## config.mk

```make
export PLATFORM = sky130hd
export DESIGN_NAME = manchester_rx_decoder
export DESIGN_NICKNAME = d
export VERILOG_FILES = /design/src/rtl/manchester_rx_decoder.sv
export SDC_FILE = /design/constraint.sdc
export NUM_CORES = 1
export LEC_CHECK = 0
export ABC_AREA = 1
export CAP_MARGIN = 10
export CELL_PAD_IN_SITES_DETAIL_PLACEMENT = 0
export CELL_PAD_IN_SITES_GLOBAL_PLACEMENT = 1
export CORE_ASPECT_RATIO = 1.75
export CORE_MARGIN = 2
export CORE_UTILIZATION = 30
export DETAILED_ROUTE_END_ITERATION = 10
export PLACE_DENSITY_LB_ADDON = 0.1
export SYNTH_ARGS = -nofsm -noshare
export SYNTH_HDL_FRONTEND = slang
export SYNTH_SLANG_ARGS = --single-unit
```

## constraint.sdc

```tcl
create_clock -name dec_clk -period 2.6 [get_ports dec_clk]
set_clock_uncertainty 0.05 [all_clocks]
set_input_delay 0.65 -clock dec_clk [delete_from_list [all_inputs] [get_ports dec_clk]]
set_output_delay 0.65 -clock dec_clk [all_outputs]
set_load 0.01 [all_outputs]
```

## src/rtl/manchester_rx_decoder.sv

```systemverilog
// Manchester II word decoder: synchronises the bus pair, hunts for a 3-bit-time
// sync in a sample history, then resolves 16 data bits plus odd parity.
module manchester_rx_decoder #(
    parameter int SPB       = 8,
    parameter int DATA_BITS = 16
) (
    input  logic                 dec_clk,
    input  logic                 reset_n,
    input  logic                 rx_p,
    input  logic                 rx_n,
    input  logic                 enable,
    output logic [DATA_BITS-1:0] word_data,
    output logic                 word_csw,
    output logic                 word_valid,
    output logic                 parity_err,
    output logic                 manch_err,
    output logic                 rx_busy
);

    localparam int HIST_W    = 3 * SPB;
    localparam int HALF_SYNC = 3 * SPB / 2;
    localparam int CW        = $clog2(SPB);
    localparam int BW        = $clog2(DATA_BITS + 1);

    localparam logic [HIST_W-1:0] CSW_SYNC  = {{HALF_SYNC{1'b1}}, {HALF_SYNC{1'b0}}};
    localparam logic [HIST_W-1:0] DATA_SYNC = ~CSW_SYNC;

    localparam logic [CW-1:0] FIRST_SAMPLE  = CW'(SPB / 4);
    localparam logic [CW-1:0] SECOND_SAMPLE = CW'(3 * SPB / 4);
    localparam logic [CW-1:0] LAST_SAMPLE   = CW'(SPB - 1);
    localparam logic [BW-1:0] PARITY_BIT    = BW'(DATA_BITS);

    typedef enum logic {
        HUNT,
        BITS
    } state_e;

    state_e                state_q, state_d;
    logic                  rx_p_meta_q, rx_p_meta_d;
    logic                  rx_p_sync_q, rx_p_sync_d;
    logic                  rx_n_meta_q, rx_n_meta_d;
    logic                  rx_n_sync_q, rx_n_sync_d;
    logic [HIST_W-1:0]     hist_q, hist_d;
    logic [CW-1:0]         samp_cnt_q, samp_cnt_d;
    logic [BW-1:0]         bit_cnt_q, bit_cnt_d;
    logic                  first_half_q, first_half_d;
    logic                  second_half_q, second_half_d;
    logic [DATA_BITS-1:0]  shift_q, shift_d;
    logic                  csw_q, csw_d;
    logic                  par_acc_q, par_acc_d;
    logic                  merr_acc_q, merr_acc_d;
    logic [DATA_BITS-1:0]  word_data_q, word_data_d;
    logic                  word_csw_q, word_csw_d;
    logic                  word_valid_q, word_valid_d;
    logic                  parity_err_q, parity_err_d;
    logic                  manch_err_q, manch_err_d;

    logic                  line_lvl;
    logic                  csw_match;
    logic                  data_match;
    logic                  bit_val;
    logic                  halves_equal;

    always_comb begin
        rx_p_meta_d   = rx_p;
        rx_p_sync_d   = rx_p_meta_q;
        rx_n_meta_d   = rx_n;
        rx_n_sync_d   = rx_n_meta_q;

        // Both legs high (undriven/fault) must read as idle, hence AND NOT.
        line_lvl      = rx_p_sync_q & ~rx_n_sync_q;
        hist_d        = {hist_q[HIST_W-2:0], line_lvl};
        csw_match     = (hist_q == CSW_SYNC);
        data_match    = (hist_q == DATA_SYNC);
        bit_val       = first_half_q;
        halves_equal  = (first_half_q == second_half_q);

        state_d       = state_q;
        samp_cnt_d    = samp_cnt_q;
        bit_cnt_d     = bit_cnt_q;
        first_half_d  = first_half_q;
        second_half_d = second_half_q;
        shift_d       = shift_q;
        csw_d         = csw_q;
        par_acc_d     = par_acc_q;
        merr_acc_d    = merr_acc_q;
        word_data_d   = word_data_q;
        word_csw_d    = word_csw_q;
        word_valid_d  = 1'b0;
        parity_err_d  = parity_err_q;
        manch_err_d   = manch_err_q;

        case (state_q)
            HUNT: begin
                if (enable && (csw_match || data_match)) begin
                    state_d    = BITS;
                    csw_d      = csw_match;
                    samp_cnt_d = '0;
                    bit_cnt_d  = '0;
                    par_acc_d  = 1'b0;
                    merr_acc_d = 1'b0;
                end
            end
            BITS: begin
                if (!enable) begin
                    state_d = HUNT;
                end else begin
                    samp_cnt_d = samp_cnt_q + CW'(1);
                    if (samp_cnt_q == FIRST_SAMPLE) first_half_d = hist_q[0];
                    if (samp_cnt_q == SECOND_SAMPLE) second_half_d = hist_q[0];
                    if (samp_cnt_q == LAST_SAMPLE) begin
                        samp_cnt_d = '0;
                        par_acc_d  = par_acc_q ^ bit_val;
                        merr_acc_d = merr_acc_q | halves_equal;
                        if (bit_cnt_q == PARITY_BIT) begin
                            // Odd parity: an even running XOR including the parity bit is an error.
                            state_d      = HUNT;
                            word_valid_d = 1'b1;
                            word_data_d  = shift_q;
                            word_csw_d   = csw_q;
                            parity_err_d = ~(par_acc_q ^ bit_val);
                            manch_err_d  = merr_acc_q | halves_equal;
                        end else begin
                            shift_d   = {shift_q[DATA_BITS-2:0], bit_val};
                            bit_cnt_d = bit_cnt_q + BW'(1);
                        end
                    end
                end
            end
            default: state_d = HUNT;
        endcase
    end

    always_ff @(posedge dec_clk or negedge reset_n) begin
        if (!reset_n) begin
            state_q       <= HUNT;
            rx_p_meta_q   <= 1'b0;
            rx_p_sync_q   <= 1'b0;
            rx_n_meta_q   <= 1'b0;
            rx_n_sync_q   <= 1'b0;
            hist_q        <= '0;
            samp_cnt_q    <= '0;
            bit_cnt_q     <= '0;
            first_half_q  <= 1'b0;
            second_half_q <= 1'b0;
            shift_q       <= '0;
            csw_q         <= 1'b0;
            par_acc_q     <= 1'b0;
            merr_acc_q    <= 1'b0;
            word_data_q   <= '0;
            word_csw_q    <= 1'b0;
            word_valid_q  <= 1'b0;
            parity_err_q  <= 1'b0;
            manch_err_q   <= 1'b0;
        end else begin
            state_q       <= state_d;
            rx_p_meta_q   <= rx_p_meta_d;
            rx_p_sync_q   <= rx_p_sync_d;
            rx_n_meta_q   <= rx_n_meta_d;
            rx_n_sync_q   <= rx_n_sync_d;
            hist_q        <= hist_d;
            samp_cnt_q    <= samp_cnt_d;
            bit_cnt_q     <= bit_cnt_d;
            first_half_q  <= first_half_d;
            second_half_q <= second_half_d;
            shift_q       <= shift_d;
            csw_q         <= csw_d;
            par_acc_q     <= par_acc_d;
            merr_acc_q    <= merr_acc_d;
            word_data_q   <= word_data_d;
            word_csw_q    <= word_csw_d;
            word_valid_q  <= word_valid_d;
            parity_err_q  <= parity_err_d;
            manch_err_q   <= manch_err_d;
        end
    end

    assign word_data  = word_data_q;
    assign word_csw   = word_csw_q;
    assign word_valid = word_valid_q;
    assign parity_err = parity_err_q;
    assign manch_err  = manch_err_q;
    assign rx_busy    = (state_q == BITS);

endmodule

```

Yosys cells after proc, flatten, opt, wreduce, memory -nomap -nowiden
Cells that the tools add are included.

$add $sub $neg: 2. Reduce and logical (&&, ||, !) cells: 10. Eq/ne operators: 11. Mux-type cells: 25. Bitwise gates (word level): 7.

Operators by type and width (count): $eq A24 B12 Y1 const B (1); $eq A24 B24 Y1 const B (1); $mux W5 (4); $mux W1 (13); $reduce_and A4 Y1 (3); $pmux W5 S2 (1); $mux W3 (3); $reduce_and A3 Y1 (3); $eq A3 B3 Y1 const B (2); $ne A2 B2 Y1 const B (3); $pmux W1 S2 (3); $pmux W3 S2 (1); $add A5 B1 Y5 const B (1); $eq A5 B5 Y1 const B (1); $not A1 Y1 (4); $reduce_and A2 Y1 (2); $add A3 B1 Y3 const B (1); $eq A3 B2 Y1 const B (1); $ne A2 B1 Y1 const B (1); $and A1 B1 Y1 (1); $eq A1 B1 Y1 (1); $logic_and A1 B1 Y1 (1); $logic_or A1 B1 Y1 (1); $or A1 B1 Y1 (1); $xor A1 B1 Y1 (1).

Output and inout bits: 21. Register bits after elaboration: 78. Logic and storage cells: 74. Bits of input ports: 5.

Logic depth before layout (Yosys ltp)
Word-level depth: 5. Gate-level depth with buffers: 10. Mapped depth without buffers: 10.

Worst setup path after synthesis
OpenSTA, ideal clock, no wires.

Path kind: input-to-reg. Start: input port enable. End: register bit_cnt_q[2]. Setup slack: 1.032 ns. Arrival: 1.401 ns. Path buffers: 0. Data required time: 2.433 ns. Stages: 9. Library setup time: 0.117 ns. Cell sequence: inv_1 -> nor2_1 -> nand3_1 -> nor2_1 -> nand2_1 -> nand3_2 -> nand2_1 -> nand2_1 -> nand2_1.

Cells in the longest elaborated chain, start to end: 3. Elaborated cells between the ends (all ways): 4. Those cells by class: eq/ne: 2; reduce/logical: 2.

Ends and longest elaborated chain: from (decl) (line 11) `input logic enable,`; $logic_and A1 B1 Y1 (line 95) `if (enable && (csw_match || data_match)) begin`; $ne A2 B2 Y1 (no source line); $reduce_and A4 Y1 (no source line) *; to (signal assigned) (line 163) `bit_cnt_q <= bit_cnt_d;`; to (decl) (line 45) `logic [BW-1:0] bit_cnt_q, bit_cnt_d;`.

Mark *: on every way between the ends. The rest lies on a longest branch, timed or not. A chain may end at the register's enable or synchronous reset.

Final worst setup path
Start: register state_q, in the netlist rx_busy. End: output port rx_busy.

RTL lines: from (decl) (line 38) `state_e state_q, state_d;`; from (signal assigned) (line 156) `state_q <= state_d;`; to (decl) (line 17) `output logic rx_busy`.

No word-level cell between the ends.

==> key figures <==
Status
  • Outcome: complete, no violations

Setup path
  • Worst path required time: 1900 ps
  • Cells on worst reg2reg path: 9
  • CP Class: flip-flop to output pin
  • Max FO, Critical Path: 6
  • Slowest cell on the critical path: clkdlybuf4s50_1
  • R2R Path Start: samp_cnt_q[0]
  • Crit path depth: 1
  • CP Capture Type: output pin
  • CP startpoint kind: flip-flop
  • Worst path arrival time: 1400 ps
  • Largest delay contributor family on the critical path: buffers and inverters
  • Setup slack on the worst flop-to-flop path: 820 ps
  • CP Cell Sequence: clkdlybuf4s50_1
  • Critical Path Start: rx_busy
  • Max stage delay on crit path: 590 ps
  • Reg2reg end: word_data[2]
  • Buffer and inverter count on the worst path: 1
  • Setup crit end: rx_busy

Clock network
  • Htree depth: 3
  • CTS tree: built
  • CTS Hold Bufs: 0
  • Post-CTS Resized: 0
  • Clk sink count: 78
  • CTS Buf Count: 9
  • Setup bufs post-CTS: 0
  • Worst-Skew Late Latency: 330 ps
  • Clock root buffer master: clkbuf_16
  • CTS max path bufs: 2
  • Clk slew on worst S/H paths: 60 ps

Pwr
  • Combinational power share: 2.0%
  • Switching power: 0.000533 W
  • Internal Power: 0.00202 W
  • Sequential share of power: 49.0%
  • Power Density: 677 nW/um^2
  • Leakage Power: 1.73 nW
  • Clock Power Share: 49.0%
  • Sw Share: 20.8%
  • Peak supply drop: 0.352 mV

Synth
  • Netlist cell types: 23
  • Yosys Warn Count: 0
  • Syn_area_per_cell: 9.87 sq um
  • Mapped Cells: 313
  • Register area share after synthesis: 63.2%
  • Synth Cell Area: 3090 sq um
  • Yosys reg bits: 78
  • Syn_nets: 323

Timing
  • Min Tclk post-route: 2100 ps
  • Max Slew Vio Count: 0
  • Setup violators final: 0
  • FMAX: 477 MHz
  • RSZ-0062 raised after global routing: no
  • Final worst slack: 503 ps
  • Setup TNS: 0 ps
  • Final period util: 80.7%
  • Slew margin rel.: 66.7%
  • Final hold violation count: 0
  • Slew at the pin closest to its max-slew limit: 499 ps
  • Hold Slack: 234 ps

Routing
  • Via count: 2008
  • Vias/cell: 4.21
  • Final wirelength: 5610 microns
  • DR WL/cell: 11.8 microns
  • DR DRC count: 0
  • Antenna Nets Post-Route: 0
  • DR iter-0 viols: 95
  • DR pass1 iterations: 4

Finish
  • Area growth syn-to-layout: 22.2%
  • Nets: 355
  • Share of cells above drive strength 1: 11.4%
  • # diodes: 0
  • Fin util: 37.1%
  • Fillers: 1067

Global routing
  • Vias in the first global route: 2016
  • Initial antenna violation count: 0
  • First-pass GRT wire length: 9560 microns
  • Grt ovf: 0
  • Tot GR Track Use: 11.3%
  • Largest net degree at the start of global routing: 42

Placed design
  • Input/output buffers: 25
  • GPL Wtd Cong: 0.675
  • DP Worst Slack: 278 ps
  • HPWL Detailed: 3750 microns

Die
  • Core Region: 10200 sq um
  • Starting Density: 30.3%
  • # rows: 49
  • Die ar.: 11200 sq um
  • I/O Pins: 26
  • Die Wd: 80.7 microns
  • Die height: 138 microns

Min path
  • Min-Delay Path Class: input port to asynchronous set/reset pin

Job
  • Max-cap viol count: 0
-- placed cells by master (no fill, tap or decap), drive strengths merged --
cell           Yosys  layout
ha                 5       5
xor2               2       2
xnor2              2       2
nand2             92      92
o211ai             1       1
bufinv             0       1
a21oi              3       3
inv               39      39
clkbuf             1      11
and2               2       2
clkinvlp           0       2
nand3             15      15
clkdlybuf4s50      0      24
buf                5       3
o21ai             34      34
nand4              1       1
nor2              32      32
dfrtp             78      78
clkinv             0       2
nand3b             1       1
-- state kept, by name (all words and copies together) (netlist names), 3 cells and up --
name	flops
word_data	16
hist_q	24
bit_cnt_q	5
samp_cnt_q	3
shift_q	16
-- cells by family (layout without fill, tap and decap cells) --
group           count (synthesis)  in the layout  synth area share, %
compound gates                 38             38                 8.06
xor+xnor                        4              4                 1.13
fa+ha+maj                       5              5                 2.03
buf+inv                        45             82                 6.40
flops                          78             78                 63.2
simple gates                  143            143                 19.2
-- cells in the mapped netlist --
cell / instances / area (sq um)
nor2_1: 30 / 113
nand3_2: 1 / 10.0
a21oi_1: 3 / 15.0
nand4_1: 1 / 6.26
inv_1: 37 / 139
inv_2: 1 / 3.75
dfrtp_1: 78 / 1950
o211ai_1: 1 / 7.51
buf_6: 3 / 33.8
xnor2_1: 2 / 17.5
ha_1: 5 / 62.6
nand3_1: 14 / 70.1
nand3b_1: 1 / 7.51
and2_0: 2 / 12.5
o21ai_0: 19 / 95.1
o21ai_2: 15 / 131
nand2_2: 2 / 12.5
buf_2: 2 / 10.0
nand2_1: 90 / 338
nor2_4: 2 / 22.5
inv_4: 1 / 6.26
clkbuf_2: 1 / 5.00
xor2_1: 2 / 17.5
-- area by class of cell --
type	instances	area [sq um]	share of cell area, %
clock buffer	11	243	6.43
clock inverter	5	58.8	1.56
inverter	39	149	3.94
multi-input combinational	190	938	24.9
sequential	78	1950	51.7
tap	127	159	4.21
timing repair buffer	27	275	7.29
-- through the flow --
stage	cell area (sq um)	power (W)	cells
2_1_floorplan	3090	0.00129	313
3_3_place_gp	3470	0.00133	461
3_5_place_dp	3470	0.00133	461
4_1_cts	3770	0.00261	477
5_1_grt	3770	0.00267	477
6_report	3770	0.00255	477
-- power groups by stage --
stage	Clock, W	Combinational (W)	Sequential, W
3_3_place_gp	0	0.0000547	0.00127
6_report	0.00125	0.0000510	0.00125
4_1_cts	0.00130	0.0000548	0.00125
3_5_place_dp	0	0.0000547	0.00127
2_1_floorplan	0	0.0000155	0.00127
5_1_grt	0.00135	0.0000618	0.00125
-- routing by layer --
layer  vias to the layer above  share of wire [%]  routed length, microns  GRT usage [%]
li1                       1028                  -                       -              -
met1                       941                 43                    2420           13.3
met2                        29                 51                    2840           18.2
met5                         -                  0                       0              0
met3                        10                3.9                     217           3.85
met4                         0                2.4                     133           5.62
-- how the worst min path moves through the flow --
stage / start / end / slack [ps] / depth (start not counted)
floorplan: rx_n_meta_q / rx_n_sync_q / 280 / 0
global placement: rx_p_meta_q / rx_p_sync_q / 290 / 0
detailed placement: rx_n_meta_q / rx_n_sync_q / 290 / 0
CTS: reset_n / word_data[5] / 250 / 1
global route: reset_n / word_data[5] / 270 / 1
finish: reset_n / shift_q[6] / 230 / 1
Power figures use the tool's default switching activity.
